==> src/rtl/cpu_types_pkg.sv <==
// Shared CPU types: machine word, ALU opcodes and the sequential multiplier FSM states.
// MUL_CNT_W sizes the multiplier bit counter for a 32-bit word.
package cpu_types_pkg;

   localparam int WORD_W    = 32;
   localparam int MUL_CNT_W = 5;

   typedef logic [WORD_W-1:0] word_t;

   typedef enum logic [3:0] {
      ALU_SLL  = 4'd0,
      ALU_SRL  = 4'd1,
      ALU_SRA  = 4'd2,
      ALU_ADD  = 4'd3,
      ALU_SUB  = 4'd4,
      ALU_AND  = 4'd5,
      ALU_OR   = 4'd6,
      ALU_XOR  = 4'd7,
      ALU_NOR  = 4'd8,
      ALU_SLT  = 4'd9,
      ALU_SLTU = 4'd10
   } aluop_t;

   typedef enum logic [1:0] {
      IDLE  = 2'd0,
      ADD   = 2'd1,
      SHIFT = 2'd2,
      DONE  = 2'd3
   } mulstate_t;

endpackage

==> src/rtl/alu_if.sv <==
// ALU request/result bundle. Handshake: none -- out and flags are combinational
// from op/a/b within the same cycle; the tb side owns op/a/b, the alu side owns out/flags.
interface alu_if;
   import cpu_types_pkg::*;

   aluop_t op;
   word_t  a;
   word_t  b;
   word_t  out;
   logic   zero_flag;
   logic   negative_flag;
   logic   overflow_flag;

   modport alu (
      input  op, a, b,
      output out, zero_flag, negative_flag, overflow_flag
   );

   modport tb (
      output op, a, b,
      input  out, zero_flag, negative_flag, overflow_flag
   );

endinterface

==> src/rtl/alu.sv <==
// Single-cycle combinational ALU serving alu_if; overflow is signed overflow
// of ADD/SUB only, zero/negative reflect the result word.
module alu
   import cpu_types_pkg::*;
(
   alu_if.alu aluif
);

   word_t      res;
   logic       ovf;
   logic [4:0] shamt;

   assign shamt = aluif.b[4:0];

   always_comb begin
      res = '0;
      ovf = 1'b0;
      case (aluif.op)
         ALU_SLL:  res = aluif.a << shamt;
         ALU_SRL:  res = aluif.a >> shamt;
         ALU_SRA:  res = word_t'($signed(aluif.a) >>> shamt);
         ALU_ADD: begin
            res = aluif.a + aluif.b;
            ovf = (aluif.a[WORD_W-1] == aluif.b[WORD_W-1]) &&
                  (res[WORD_W-1] != aluif.a[WORD_W-1]);
         end
         ALU_SUB: begin
            res = aluif.a - aluif.b;
            ovf = (aluif.a[WORD_W-1] != aluif.b[WORD_W-1]) &&
                  (res[WORD_W-1] != aluif.a[WORD_W-1]);
         end
         ALU_AND:  res = aluif.a & aluif.b;
         ALU_OR:   res = aluif.a | aluif.b;
         ALU_XOR:  res = aluif.a ^ aluif.b;
         ALU_NOR:  res = ~(aluif.a | aluif.b);
         ALU_SLT:  res = {{(WORD_W-1){1'b0}}, ($signed(aluif.a) < $signed(aluif.b))};
         ALU_SLTU: res = {{(WORD_W-1){1'b0}}, (aluif.a < aluif.b)};
         default:  res = '0;
      endcase
   end

   assign aluif.out           = res;
   assign aluif.overflow_flag = ovf;
   assign aluif.zero_flag     = (res == '0);
   assign aluif.negative_flag = res[WORD_W-1];

endmodule

==> src/rtl/alu_mul_seq.sv <==
// Shift-add multiplier (low 32 bits of unsigned product) that borrows the shared ALU
// for every add and multiplicand shift. Define MUL_EARLY_EXIT_EN to stop once no multiplier bits remain.
module alu_mul_seq
   import cpu_types_pkg::*;
#(
   parameter int WIDTH = WORD_W
)(
   input  logic      CLK,
   input  logic      nRST,
   input  logic      start,
   input  word_t     mcand,
   input  word_t     mplier,
   output logic      busy,
   output logic      done,
   output word_t     product,
   output mulstate_t dbg_state,
   alu_if.tb         aluif
);

   localparam logic [MUL_CNT_W-1:0] LAST_CNT = MUL_CNT_W'(WIDTH-1);

   mulstate_t            state_q, state_d;
   word_t                acc_q, acc_d;
   word_t                mc_q, mc_d;
   word_t                mp_q, mp_d;
   word_t                product_q, product_d;
   logic [MUL_CNT_W-1:0] cnt_q, cnt_d;

   always_ff @(posedge CLK or negedge nRST) begin
      if (!nRST) begin
         state_q   <= IDLE;
         acc_q     <= '0;
         mc_q      <= '0;
         mp_q      <= '0;
         cnt_q     <= '0;
         product_q <= '0;
      end else begin
         state_q   <= state_d;
         acc_q     <= acc_d;
         mc_q      <= mc_d;
         mp_q      <= mp_d;
         cnt_q     <= cnt_d;
         product_q <= product_d;
      end
   end

   always_comb begin
      state_d   = state_q;
      acc_d     = acc_q;
      mc_d      = mc_q;
      mp_d      = mp_q;
      cnt_d     = cnt_q;
      product_d = product_q;
      aluif.op  = ALU_ADD;
      aluif.a   = '0;
      aluif.b   = '0;
      busy      = 1'b0;
      done      = 1'b0;

      case (state_q)
         IDLE: begin
            if (start) begin
               mc_d  = mcand;
               mp_d  = mplier;
               acc_d = '0;
               cnt_d = '0;
`ifdef MUL_EARLY_EXIT_EN
               if (mplier == '0)
                  state_d = DONE;
               else
`endif
               state_d = mplier[0] ? ADD : SHIFT;
            end
         end

         ADD: begin
            busy     = 1'b1;
            aluif.op = ALU_ADD;
            aluif.a  = acc_q;
            aluif.b  = mc_q;
            acc_d    = aluif.out;
            state_d  = SHIFT;
         end

         SHIFT: begin
            busy     = 1'b1;
            aluif.op = ALU_SLL;
            aluif.a  = mc_q;
            aluif.b  = word_t'(1);
            mc_d     = aluif.out;
            mp_d     = mp_q >> 1;
            cnt_d    = cnt_q + MUL_CNT_W'(1);
            // mp_q[1] is the bit that becomes the LSB after this shift.
            if (cnt_q == LAST_CNT)
               state_d = DONE;
`ifdef MUL_EARLY_EXIT_EN
            else if ((mp_q >> 1) == '0)
               state_d = DONE;
`endif
            else
               state_d = mp_q[1] ? ADD : SHIFT;
         end

         DONE: begin
            done      = 1'b1;
            product_d = acc_q;
            state_d   = IDLE;
         end

         default: state_d = IDLE;
      endcase
   end

   // Bypass so the result is already visible during the DONE pulse.
   assign product   = (state_q == DONE) ? acc_q : product_q;
   assign dbg_state = state_q;

endmodule
==> src/flat_wrapper.sv <==
// flat-port wrapper written by rule: the top's interface ports become plain ports
module alu_mul_seq_flat import cpu_types_pkg::*;
#(
   parameter int WIDTH = WORD_W
)
  (CLK, nRST, start, mcand, mplier, busy, done, product, dbg_state, aluif_op, aluif_a, aluif_b, aluif_out, aluif_zero_flag, aluif_negative_flag, aluif_overflow_flag);
  alu_if aluif_i ();
  input  logic CLK;
  input  logic nRST;
  input  logic start;
  input  word_t mcand;
  input  word_t mplier;
  output logic busy;
  output logic done;
  output word_t product;
  output mulstate_t dbg_state;
  output wire logic [$bits(aluif_i.op)-1:0] aluif_op;
  output wire logic [$bits(aluif_i.a)-1:0] aluif_a;
  output wire logic [$bits(aluif_i.b)-1:0] aluif_b;
  input wire logic [$bits(aluif_i.out)-1:0] aluif_out;
  input wire logic [$bits(aluif_i.zero_flag)-1:0] aluif_zero_flag;
  input wire logic [$bits(aluif_i.negative_flag)-1:0] aluif_negative_flag;
  input wire logic [$bits(aluif_i.overflow_flag)-1:0] aluif_overflow_flag;
  assign aluif_op = aluif_i.op;
  assign aluif_a = aluif_i.a;
  assign aluif_b = aluif_i.b;
  assign aluif_i.out = aluif_out;
  assign aluif_i.zero_flag = aluif_zero_flag;
  assign aluif_i.negative_flag = aluif_negative_flag;
  assign aluif_i.overflow_flag = aluif_overflow_flag;
  alu_mul_seq #(.WIDTH(WIDTH)) u_core (.CLK(CLK), .nRST(nRST), .start(start), .mcand(mcand), .mplier(mplier), .busy(busy), .done(done), .product(product), .dbg_state(dbg_state), .aluif(aluif_i));
endmodule
==> config.mk <==
export PLATFORM = sky130hd
export DESIGN_NAME = alu_mul_seq_flat
export DESIGN_NICKNAME = d
export VERILOG_FILES = /design/src/rtl/cpu_types_pkg.sv /design/src/rtl/alu_if.sv /design/src/rtl/alu.sv /design/src/rtl/alu_mul_seq.sv /design/src/flat_wrapper.sv
export SDC_FILE = /design/constraint.sdc
export NUM_CORES = 1
export LEC_CHECK = 0
export CORE_MARGIN = 8
export CORE_UTILIZATION = 45
export DETAILED_ROUTE_END_ITERATION = 16
export GPL_TIMING_DRIVEN = 0
export PLACE_DENSITY = 0.74
export REMOVE_ABC_BUFFERS = 1
export SLEW_MARGIN = 20
export SYNTH_ARGS = -nofsm -noshare
export SYNTH_HDL_FRONTEND = slang
export SYNTH_SLANG_ARGS = --single-unit
==> constraint.sdc <==
create_clock -name CLK -period 1.8 [get_ports CLK]
set_input_delay 0.18 -clock CLK [delete_from_list [all_inputs] [get_ports CLK]]
set_output_delay 0.18 -clock CLK [all_outputs]
set_load 0.005 [all_outputs]
# Word level (Yosys, flattened, before mapping)
# Index checks and enable logic that the tools add are counted.
# W data, S select, Z words.
# word_totals
elab_cells	37
in_bits	102
out_inout_bits	104
register_bits	135
# classes
reduce_logical	6
n_eq_ne	5
muxes	19
n_addsub	1
# op_table
cell	n
$pmux W32 S2	5
$mux W32	4
$mux W2	5
$pmux W5 S2	1
$pmux W2 S4	1
$add A5 B1 Y5 const B	1
$eq A5 B5 Y1 const B	1
$mux W5	1
$eq A2 B2 Y1 const B	2
$reduce_and A2 Y1	2
$reduce_bool A2 Y1	2
$eq A2 B1 Y1 const B	1
$logic_not A2 Y1	1
$mux W1	2
$ne A2 B2 Y1 const B	1
$reduce_or A2 Y1	1

# Longest topological paths before layout
# Gate-level depths: netlist of the first run.
# depth
word_depth	3
depth_mapped	9
mapped_depth_nobuf	6

# Least setup slack after synthesis of the first run
# OpenSTA, ideal clock, no wires.
# synth_path
path_type	register to register
start	reg u_core.state_q[0] (netlist: u_core.dbg_state[0])
end	reg u_core.mc_q[22]
synth_period_minus_slack_ns	1.596
required_ns	1.717
n_path_buf	4
setup_slack_ns	0.204
stages_incl_launch_ff	10
t_arrival_ns	1.513
setup_ns	0.083
path_cell_list	dfrtp_1 -> inv_1 -> ha_1 -> buf_6 -> mux2i_2 -> buf_6 -> buf_6 -> buf_6 -> nand2_1 -> o21ai_0
# synth_between
elab_chain_cells	3
word_cells_on_any_way	6
classes_between	2 x eq/ne; 1 x mux; 3 x reduce/logical
# synth_lines
element	line_no	rtl
start, declared	alu_mul_seq.sv:22	mulstate_t state_q, state_d;
start signal, assigned	alu_mul_seq.sv:38	state_q <= state_d;
$eq A2 B2 Y1 or $logic_not A2 Y1 (tied branches)	alu_mul_seq.sv:60	case (state_q)
$reduce_bool A2 Y1 (no source line) or $ne A2 B2 Y1 (tied branches)	n/a	
$reduce_and A2 Y1 (no source line)	n/a	
end signal, assigned	alu_mul_seq.sv:40	mc_q <= mc_d;
end, declared	alu_mul_seq.sv:24	word_t mc_q, mc_d;
# Parallel ways exist; a longest one is shown, timed or not.
# A chain may end at the register's enable or synchronous reset.

# Final worst setup path of the first run
# layout_path
start	reg u_core.state_q[1] (netlist: u_core.dbg_state[1])
end	out aluif_a[0]
# layout_between
elab_chain_cells	2
word_cells_on_any_way	3
classes_between	2 x eq/ne; 1 x mux
# layout_lines
element	line_no	rtl
$eq A2 B2 Y1 or $eq A2 B1 Y1 (tied branches)	alu_mul_seq.sv:60	
$pmux W32 S2 (*)	alu_mul_seq.sv:60	
end, declared	flat_wrapper.sv:18	output wire logic [$bits(aluif_i.a)-1:0] aluif_a;
# Every way passes the cells marked *; elsewhere a longest branch is shown, timed or not.

==> reports/results.md, run 1 <==
Flow run
• 0 — number of max-capacitance violations reported

Drt
• 29.54 µm — Routed WL per cell
• 6.113 — via density per instance
• 0 — DRC violations left
• 0 — Detail Route Antenna Nets
• 6767 — vias after detailed routing
• 32.71 mm — Final Routed Wirelength
• 5 — number of detailed-route iterations in the first pass
• 683 — iteration-0 DRC count of the detailed router

Place
• -0.9775 ns — worst setup slack after placement
• 0.008667 mm² — Post-Place Cell Area
• 12.75 mm — Post-DP HPWL
• 0.7952 — Final GP Congestion
• 200 — total of buffers placed on input and output ports

GRT
• 0 — antenna violations before repair
• 0 — total overflow reported by the global router
• 7222 — via count of the first global-routing pass
• 44.06 mm — global-route wire length before repair
• 31.98% — GRT Total Usage
• 69 — maximum number of pins on one net before global-route repair

Synth
• sky130_fd_sc_hd__dfrtp_1 — largest area contributor in the synthesized netlist
• sky130_fd_sc_hd__dfrtp_1 (134), sky130_fd_sc_hd__nand2_1 (69), sky130_fd_sc_hd__o21ai_0 (64), sky130_fd_sc_hd__mux2i_1 (63), sky130_fd_sc_hd__nor2b_1 (33) — top post-synthesis cells by count
• sky130_fd_sc_hd__dfrtp_1 — Main synth FF type
• sky130_fd_sc_hd__dfrtp_1 — dominant cell by count in the synthesized netlist
• 0 — number of synthesized flops with an enable pin
• 35 — number of distinct library cell variants in the gate-level netlist after synthesis
• 11.16 µm² — synthesized area per cell
• 0.006405 mm² — Post-Syn Area
• 100.0% — post-synthesis async set-or-reset flop share
• 0 — yosys warns
• 52.35% — share of the yosys chip area belonging to registers
• 574 — cell count after synthesis
• sky130_fd_sc_hd__dfrtp_1 (52%), sky130_fd_sc_hd__mux2i_1 (9.8%), sky130_fd_sc_hd__o21ai_0 (5.0%), sky130_fd_sc_hd__mux2_2 (4.9%), sky130_fd_sc_hd__a22o_1 (4.4%) — cell types occupying the most area after synthesis
• 134 — flip-flop and latch count after synthesis
• 52.35% — area share of the largest cell type after synthesis

STA
• 447.7 MHz — fmax
• 0 — pins over their slew limit
• true — RSZ-0062 raised after global routing
• 0.5308 ns — slew at the pin closest to its max-slew limit
• 0 — hold violation count in the final report
• 0.007401 ns — worst-case clock skew
• 200 — count of endpoints failing setup in the final report
• 124.1% — final cycle utilization of the critical path
• 2.234 ns — time the final worst path needs with I/O delays and setup
• -0.4336 ns — crit path setup slack, layout
• 64.62% — normalized max-slew margin
• -52.53 ns — Fin Setup TNS

Worst setup path
• sky130_fd_sc_hd__buf_12 — most numerous cell on the critical path
• 0.39 ns — CP max stage delay
• 6 — worst path buffer plus inverter count
• 7 — Max Fanout on Critical Path
• -0.36 ns — Reg2Reg Setup Slack
• register to primary output — crit path kind
• sky130_fd_sc_hd__dfrtp_2 — slowest CP cell
• 8 — instance count on the critical path
• buf_4 > inv_4 > buf_12 > ha_4 > buf_6 > buf_12 > nor2b_2 > buf_2 — crit-path cells
• aluif_a[0] — end of the critical path
• 2.05 ns — data arrival time of the critical path
• primary output — endpoint type of the worst setup path
• 11 — number of cells on the worst reg-to-reg path
• 1.62 ns — required time worst endpoint
• u_core.dbg_state[1] — Worst R2R Start
• buffers and inverters — largest delay contributor family on the critical path
• u_core.acc_q[4] — Reg2Reg Capture Point
• register — type of origin of the critical path
• u_core.dbg_state[1] — worst setup path startpoint

Power and ir drop
• 2275 mW/mm² — Power Density
• 1.559 mV — Max IR drop VDD
• 5.788 nW — leakage power
• 28.32 mW — sum of internal, switching and leakage power

Clocking
• 0.06 ns — clock edge transition at the registers on the reported setup and hold paths
• 2 — CTS max path bufs
• 134 — clk sinks
• 0.42 ns — worst-skew pair later-pin latency
• 17 — clock buffer count from CTS
• built — clock tree from TritonCTS
• sky130_fd_sc_hd__clkbuf_16 — clock tree root driver cell
• 4 — depth of the CTS H-tree

Run status
• complete, but fails checks — run status
• negative setup slack — failing checks

Die
• 135.3 µm — chip height
• 46.14% — Initial Utilization
• 43 — floorplan row count
• 206 — Ports
• 135.3 µm — width of the die
• 0.01388 mm² — Core Region
• 0.01831 mm² — die area

Final layout
• 1024 — Nets
• 89.69% — Final Core Density
• 0.01245 mm² — final cell area excluding filler cells
• 0 — Antenna Cells
• 94.37% — signed area change from the synthesized netlist to the final layout
• 56.96% — ratio of cells with drive above 1 in the final layout

Min path
• primary input to asynchronous set/reset pin — kind of path behind the tightest hold check

## cell type report
cell class | count | area, µm²
Inverter | 4 | 30.03
Multi-Input combinational cell | 386 | 3822
Tap cell | 180 | 225.2
Timing Repair Buffer | 373 | 4472
Fill cell | 521 | 1431
Clock buffer | 26 | 499.2
Clock inverter | 4 | 45.04
Sequential cell | 134 | 3356
## report_power, final
part	total, mW	leakage [nW]	switching, mW	internal, mW
Sequential	6.03	1.70	1.59	4.44
Clock	3.32	0.270	1.30	2.03
Combinational	19.0	3.81	8.24	10.7
## per-stage QoR
stage                     hold slack [ns]  instances
final                              0.3172       1107
after global routing               0.3531       1107
after CTS                          0.3044       1081
after detailed placement           0.1618        915
after global placement             0.4645        904
after floorplan                   -0.1156        524
## sequential cells by signal (all words and copies together) (netlist names)
register          count
u_core.mc_q          32
u_core.cnt_q          5
u_core.acc_q         32
u_core.mp_q          31
u_core.product_q     32
u_core.dbg_state      2
## kinds of logic after synthesis
group	synth area share (%)
other	0.05855
adder cells (fa/ha/maj)	1.172
AO/OA/AOI/OAI	14.38
buffers and inverters	4.942
multiplexers	15.69
flip-flops	52.35
AND/OR/NAND/NOR	11.41
## worst min path at each step
stage,from,end,slack (ns),depth (start not counted)
after detailed placement,nRST,u_core.mp_q[13],0.16,1
after CTS,nRST,u_core.mp_q[13],0.30,2
final,nRST,u_core.acc_q[28],0.32,2
after floorplan,nRST,u_core.acc_q[0],-0.12,0
after global placement,u_core.mp_q[2],u_core.mp_q[2],0.46,2
after global routing,nRST,u_core.mp_q[21],0.35,2
## layout by cell type (no fill, tap or decap), drive strengths merged, types with 2 or more instances in the layout
cell,count
dfrtp,134
a32o,2
clkbuf,28
mux2,32
a22o,32
nand2,69
ha,6
o21ai,65
clkinv,3
and3,2
a21oi,2
and2,32
nand2b,3
nor2b,33
o211ai,2
clkdlybuf4s50,98
a22oi,32
mux2i,64
nand4b,2
clkdlybuf4s15,3
buf,266
inv,4
conb,2
## metal layers
metal  up-vias  part of all wire (%)  global-route usage [%]
met5         -                     0                       0
met4         0                   5.7                   18.88
met3       146                   8.1                   8.309
met2       497                    50                   54.03
met1      3408                    36                   35.81
li1       2716                     -                       -
## worst reg2reg max path, stage by stage (launching register included)
cell and delay [ns]:
sky130_fd_sc_hd__dfrtp_2 0.43, sky130_fd_sc_hd__buf_4 0.16, sky130_fd_sc_hd__inv_4 0.07, sky130_fd_sc_hd__ha_4 0.16, sky130_fd_sc_hd__buf_12 0.13, sky130_fd_sc_hd__buf_12 0.12
sky130_fd_sc_hd__buf_16 0.13, sky130_fd_sc_hd__buf_8 0.12, sky130_fd_sc_hd__mux2i_4 0.08, sky130_fd_sc_hd__buf_6 0.17, sky130_fd_sc_hd__bufbuf_16 0.27, sky130_fd_sc_hd__a22o_1 0.23
## what timing repair did
item,in CTS,in global routing
setup endpoints to repair,208,202
resized for setup,687,228
hold buffers,1,0
gates cloned,27,3
pin swaps,58,55
hold endpoints to repair,66,0
setup buffers,109,40
Power figures use the tool's default switching activity.
==> run 2: changes to the inputs <==
--- a/config.mk
+++ b/config.mk
@@ -5,11 +5,13 @@
 export SDC_FILE = /design/constraint.sdc
 export NUM_CORES = 1
 export LEC_CHECK = 0
+export CELL_PAD_IN_SITES_DETAIL_PLACEMENT = 0
+export CELL_PAD_IN_SITES_GLOBAL_PLACEMENT = 1
 export CORE_MARGIN = 8
-export CORE_UTILIZATION = 45
+export CORE_UTILIZATION = 25
 export DETAILED_ROUTE_END_ITERATION = 16
 export GPL_TIMING_DRIVEN = 0
-export PLACE_DENSITY = 0.74
+export PLACE_DENSITY = 0.56
 export REMOVE_ABC_BUFFERS = 1
 export SLEW_MARGIN = 20
 export SYNTH_ARGS = -nofsm -noshare
==> run 2 against run 1 <==
The run still ends with negative setup slack left. Clock power rose by 11%. Clock-buffer cell count down 7. Sequential share of layout area fell by 0.087 points. Core utilization is 40 points lower. Sequential power shrank 5.0%. Worst setup slack gained 0.028 ns. Hold slack got worse by 0.0044 ns. Non-clock buffer count decreased by 19. Global-route usage fell by 15 points. Highest routed layer unchanged.
==> reports/results.md, run 2 (synthesis results as in run 1) <==
Run status
• complete, but fails checks — run status
• negative setup slack — failing checks

STA
• 0.006770 ns — worst-case clock skew
• 0.3128 ns — Hold Slack
• 2.206 ns — time the final worst path needs with I/O delays and setup
• 0 — hold violation count in the final report
• 189 — count of endpoints failing setup in the final report
• 453.3 MHz — fmax
• -30.92 ns — Fin Setup TNS
• -0.4060 ns — crit path setup slack, layout
• true — RSZ-0062 raised after global routing
• 0 — pins over their slew limit
• 122.6% — final cycle utilization of the critical path
• 0.5548 ns — slew at the pin closest to its max-slew limit
• 63.01% — normalized max-slew margin

Worst setup path
• sky130_fd_sc_hd__dfrtp_2 — slowest CP cell
• 9 — number of cells on the worst reg-to-reg path
• 2.03 ns — data arrival time of the critical path
• 1.62 ns — required time worst endpoint
• register to primary output — crit path kind
• register — type of origin of the critical path
• primary output — endpoint type of the worst setup path
• sky130_fd_sc_hd__buf_6 — most numerous cell on the critical path
• 5 — Max Fanout on Critical Path
• 0.44 ns — CP max stage delay
• buf_6 > ha_4 > buf_12 > buf_16 > buf_6 > mux2_4 > buf_6 — crit-path cells
• u_core.dbg_state[0] — Worst R2R Start
• u_core.dbg_state[0] — worst setup path startpoint

Place
• 14.89 mm — Post-DP HPWL
• 0.7276 — Final GP Congestion
• 200 — total of buffers placed on input and output ports

GRT
• 17.02% — GRT Total Usage
• 70 — maximum number of pins on one net before global-route repair
• 39.94 mm — global-route wire length before repair
• 6387 — via count of the first global-routing pass
• 0 — antenna violations before repair
• 0 — total overflow reported by the global router

Drt
• 4 — number of detailed-route iterations in the first pass
• 321 — iteration-0 DRC count of the detailed router
• 5984 — vias after detailed routing
• 4.826 — via density per instance
• 23.87 µm — Routed WL per cell
• 0 — Detail Route Antenna Nets
• 0 — DRC violations left
• 29.59 mm — Final Routed Wirelength

Final layout
• sky130_fd_sc_hd__dfrtp_1 (132), sky130_fd_sc_hd__buf_6 (109), sky130_fd_sc_hd__clkdlybuf4s50_1 (99) — highest-count cells in the layout ignoring fill and taps
• 2224 — fillcell total
• sky130_fd_sc_hd__dfrtp_1 — most frequent standard cell in the layout excluding fill and tap cells
• 95.00% — signed area change from the synthesized netlist to the final layout
• 1005 — Nets
• u_core.acc_q: 32 flops, u_core.mc_q: 32 flops, u_core.product_q: 32 flops — biggest regs
• 0 — Antenna Cells
• 55.38% — ratio of cells with drive above 1 in the final layout

Die
• 206 — Ports
• 176.1 µm — chip height
• 58 — floorplan row count
• 0.02518 mm² — Core Region
• 25.43% — Initial Utilization
• 176.1 µm — width of the die
• 0.03100 mm² — die area

Power and ir drop
• 10.30 mW — total net switching power
• 20.8% — Sequential Power Share
• 2199 mW/mm² — Power Density
• 17.17 mW — internal power summed over all cells
• 0.9761 mV — Max IR drop VDD
• 5.636 nW — leakage power
• 65.8% — combinational share of power
• 13.4% — portion of total power attributed to the clock network
• 37.51% — switching power share of the total
• 27.47 mW — sum of internal, switching and leakage power

Clocking
• 4 — depth of the CTS H-tree
• sky130_fd_sc_hd__clkbuf_16 — clock tree root driver cell
• built — clock tree from TritonCTS
• 0.42 ns — worst-skew pair later-pin latency
• 17 — clock buffer count from CTS
• 134 — clk sinks
• 0.06 ns — clock edge transition at the registers on the reported setup and hold paths
• 2 — CTS max path bufs

Flow run
• 0 — number of max-capacitance violations reported

Min path
• primary input to asynchronous set/reset pin — kind of path behind the tightest hold check

run 2: power by group through the flow:
stage | sequential [mW] | combinational (mW) | clock [mW]
after global routing | 5.87 | 18.9 | 3.89
after global placement | 5.22 | 6.67 | 0
after floorplan | 5.02 | 3.83 | 0
after detailed placement | 5.33 | 9.00 | 0
after CTS | 5.45 | 14.5 | 3.77
final | 5.73 | 18.1 | 3.67
run 2: critical path: cells and delay by family, from the launching register on:
kind,cells,cell delay [ns]
buf+inv,5,0.66
flops,1,0.44
mux,1,0.30
fa+ha+maj,1,0.20
run 2: final timing paths:
kind                                  endpoint  slack (ns)
max                                product[26]       -0.41
min                            u_core.mc_q[31]        0.31
max reg2reg                   u_core.acc_q[12]       -0.18
min reg2reg                    u_core.mp_q[21]        0.49
max in group asynchronous  u_core.dbg_state[1]        0.72
min in group CLK           u_core.dbg_state[0]        0.38
run 2: layer usage:
metal	wire, µm	GRT usage (%)	vias to the layer above
met5	0	0	-
met1	12260	20.68	3054
li1	-	-	2680
met2	14860	27.98	203
met4	846	7.312	0
met3	1619	4.593	47
run 2: cell type report:
cell class,instances,area [µm²],share of cell area (%)
multi-input cells,386,3643,29.17
repair buffers,354,4436,35.51
clock buffers,19,442.9,3.546
clock inverters,13,171.4,1.372
inverters,4,27.53,0.2204
well taps,330,412.9,3.306
flip-flops and latches,134,3356,26.87
run 2: what timing repair did:
| action | CTS | global route |
|---|---|---|
| gates resized for setup | 576 | 327 |
| pin swaps | 11 | 83 |
| endpoints found under the setup margin | 218 | 192 |
| hold endpoints to repair | 65 | 0 |
| hold buffers | 1 | 0 |
| buffers inserted | 81 | 36 |
| gates cloned | 21 | 21 |
run 2: stage by stage:
stage	utilization (%)	area [µm²]	worst slack, ns	std cells
floorplan	-	6107	-5.382	524
CTS	44.92	11310	-0.4306	1201
global route	49.60	12490	-0.4432	1240
global placement	33.84	8522	-10.85	1054
finish	49.60	12490	-0.4060	1240
detailed placement	35.31	8892	-0.6582	1068
==> run 3: changes to the inputs <==
--- a/config.mk
+++ b/config.mk
@@ -5,6 +5,7 @@
 export SDC_FILE = /design/constraint.sdc
 export NUM_CORES = 1
 export LEC_CHECK = 0
+export ABC_CLOCK_PERIOD_IN_PS = 1800
 export CELL_PAD_IN_SITES_DETAIL_PLACEMENT = 0
 export CELL_PAD_IN_SITES_GLOBAL_PLACEMENT = 1
 export CORE_MARGIN = 8
@@ -13,6 +14,7 @@
 export GPL_TIMING_DRIVEN = 0
 export PLACE_DENSITY = 0.56
 export REMOVE_ABC_BUFFERS = 1
+export SKIP_LAST_GASP = 1
 export SLEW_MARGIN = 20
 export SYNTH_ARGS = -nofsm -noshare
 export SYNTH_HDL_FRONTEND = slang
==> run 3 against run 2 <==
Power shrank 1.1%. Highest routed layer unchanged. Die area is the same. The flow still finishes with violations (negative setup slack). Combinational power is essentially flat.
==> reports/results.md, run 3 (synthesis results as in run 1) <==
STA
• 0.3138 ns — Hold Slack
• 0.5425 ns — slew at the pin closest to its max-slew limit
• true — RSZ-0062 raised after global routing
• 0 — pins over their slew limit
• 122.2% — final cycle utilization of the critical path
• 188 — count of endpoints failing setup in the final report
• -0.3994 ns — crit path setup slack, layout
• 0.006167 ns — worst-case clock skew
• 454.7 MHz — fmax
• 2.199 ns — time the final worst path needs with I/O delays and setup
• 63.83% — normalized max-slew margin
• 0 — hold violation count in the final report

Clocking
• 4 — depth of the CTS H-tree
• 2 — CTS max path bufs
• 134 — clk sinks
• 17 — clock buffer count from CTS
• 0.42 ns — worst-skew pair later-pin latency
• built — clock tree from TritonCTS
• 0.06 ns — clock edge transition at the registers on the reported setup and hold paths
• sky130_fd_sc_hd__clkbuf_16 — clock tree root driver cell

Final layout
• 53.40% — ratio of cells with drive above 1 in the final layout
• 93.63% — signed area change from the synthesized netlist to the final layout
• u_core.acc_q: 32 flops, u_core.mc_q: 32 flops, u_core.product_q: 32 flops — biggest regs
• 49.25% — Final Core Density
• 0.003568 mm² — area occupied by multi-input gates
• sky130_fd_sc_hd__dfrtp_1 (132), sky130_fd_sc_hd__buf_6 (109), sky130_fd_sc_hd__clkdlybuf4s50_1 (99) — highest-count cells in the layout ignoring fill and taps
• 0 — Antenna Cells
• 1007 — Nets
• sky130_fd_sc_hd__dfrtp_1 — most frequent standard cell in the layout excluding fill and tap cells
• 2222 — fillcell total
• 0.003356 mm² — Seq. cell area

Worst setup path
• 0.44 ns — CP max stage delay
• register to primary output — crit path kind
• 1.62 ns — required time worst endpoint
• sky130_fd_sc_hd__buf_6 — most numerous cell on the critical path
• sky130_fd_sc_hd__dfrtp_2 — slowest CP cell
• buf_6 > ha_4 > buf_12 > buf_16 > buf_6 > mux2_4 > buf_6 — crit-path cells
• register — type of origin of the critical path
• 5 — Max Fanout on Critical Path
• 5 — worst path buffer plus inverter count
• 2.02 ns — data arrival time of the critical path
• buffers and inverters — largest delay contributor family on the critical path
• u_core.dbg_state[0] — worst setup path startpoint
• primary output — endpoint type of the worst setup path
• u_core.dbg_state[1] — Worst R2R Start

Die
• 176.1 µm — width of the die
• 176.1 µm — chip height
• 25.43% — Initial Utilization
• 0.02518 mm² — Core Region
• 0.03100 mm² — die area
• 58 — floorplan row count
• 206 — Ports

Min path
• primary input to asynchronous set/reset pin — kind of path behind the tightest hold check

Power and ir drop
• 16.98 mW — internal power summed over all cells
• 1.055 mV — Max IR drop VDD
• 65.4% — combinational share of power
• 2192 mW/mm² — Power Density
• 10.20 mW — total net switching power
• 13.5% — portion of total power attributed to the clock network
• 5.634 nW — leakage power
• 21.0% — Sequential Power Share
• 37.51% — switching power share of the total

GRT
• 16.96% — GRT Total Usage
• 0 — total overflow reported by the global router
• 39.72 mm — global-route wire length before repair
• 70 — maximum number of pins on one net before global-route repair
• 6355 — via count of the first global-routing pass
• 0 — antenna violations before repair

Drt
• 6021 — vias after detailed routing
• 4 — number of detailed-route iterations in the first pass
• 0 — DRC violations left
• 29.76 mm — Final Routed Wirelength
• 332 — iteration-0 DRC count of the detailed router
• 4.848 — via density per instance
• 23.96 µm — Routed WL per cell
• 0 — Detail Route Antenna Nets

Flow run
• 0 — number of max-capacitance violations reported

Run status
• negative setup slack — failing checks
• complete, but fails checks — run status

Place
• 14.89 mm — Post-DP HPWL
• 0.7276 — Final GP Congestion
• -0.6582 ns — worst setup slack after placement
• 200 — total of buffers placed on input and output ports

## run 3: changes by cell type in the layout (fill, tap and decap cells not counted), sizes merged
cell,before,now
dlymetal6s2s,0,2
clkbuf,39,43
buf,234,230
## run 3: power groups by stage
stage	Combinational [mW]	Clock, mW	Sequential (mW)
floorplan	3.83	0	5.02
global placement	6.67	0	5.22
detailed placement	9.00	0	5.33
CTS	14.2	3.77	5.43
global route	18.7	3.89	5.85
finish	17.8	3.68	5.71
## run 3: what timing repair did
item | CTS | global route
setup endpoints to repair | 218 | 194
resized for setup | 510 | 348
gates cloned | 21 | 21
endpoints found under the hold margin | 65 | 0
setup buffers | 81 | 39
pin swaps | 8 | 103
hold buffers | 1 | 0
## run 3: path summary, 6_finish.rpt
path	to	slack [ns]	depth (start not counted)
worst max register to register	u_core.acc_q[12]	-0.20	9
worst min-delay path	u_core.mc_q[31]	0.31	2
worst min register to register	u_core.mp_q[15]	0.50	2
max in group asynchronous	u_core.mp_q[25]	0.72	3
worst max-delay path	product[26]	-0.40	7
min in group CLK	u_core.mc_q[21]	0.39	3
## run 3: routing by layer
layer | part of all wire [%] | GRT usage, %
met5 | 0 | 0
met4 | 3.3 | 7.312
met3 | 5.4 | 4.614
met2 | 49 | 27.76
met1 | 42 | 20.68
## run 3: area by class of cell
class                      instances  area share [%]
clock buffer                      19           3.571
clock inverter                    13           1.382
inverter                           4          0.2220
multi-input combinational        386           28.77
sequential                       134           27.06
tap                              330           3.329
timing repair buffer             356           35.66
## run 3: worst reg2reg max path, delay by kind of cell, from the launching register on
family,cells,cell delay (ns)
buf+inv,6,0.83
compound gates,1,0.24
mux,1,0.09
flops,1,0.48
fa+ha+maj,1,0.26
## run 3: per-stage QoR
step / TNS [ns] / std cells / power (mW) / area, µm²
floorplan: -484.22 / 524 / 8.849 / 6107
global placement: -1778.14 / 1054 / 11.89 / 8522
detailed placement: -70.84 / 1068 / 14.33 / 8892
CTS: -35.94 / 1201 / 23.45 / 11210
global route: -41.23 / 1242 / 28.39 / 12400
finish: -32.35 / 1242 / 27.18 / 12400
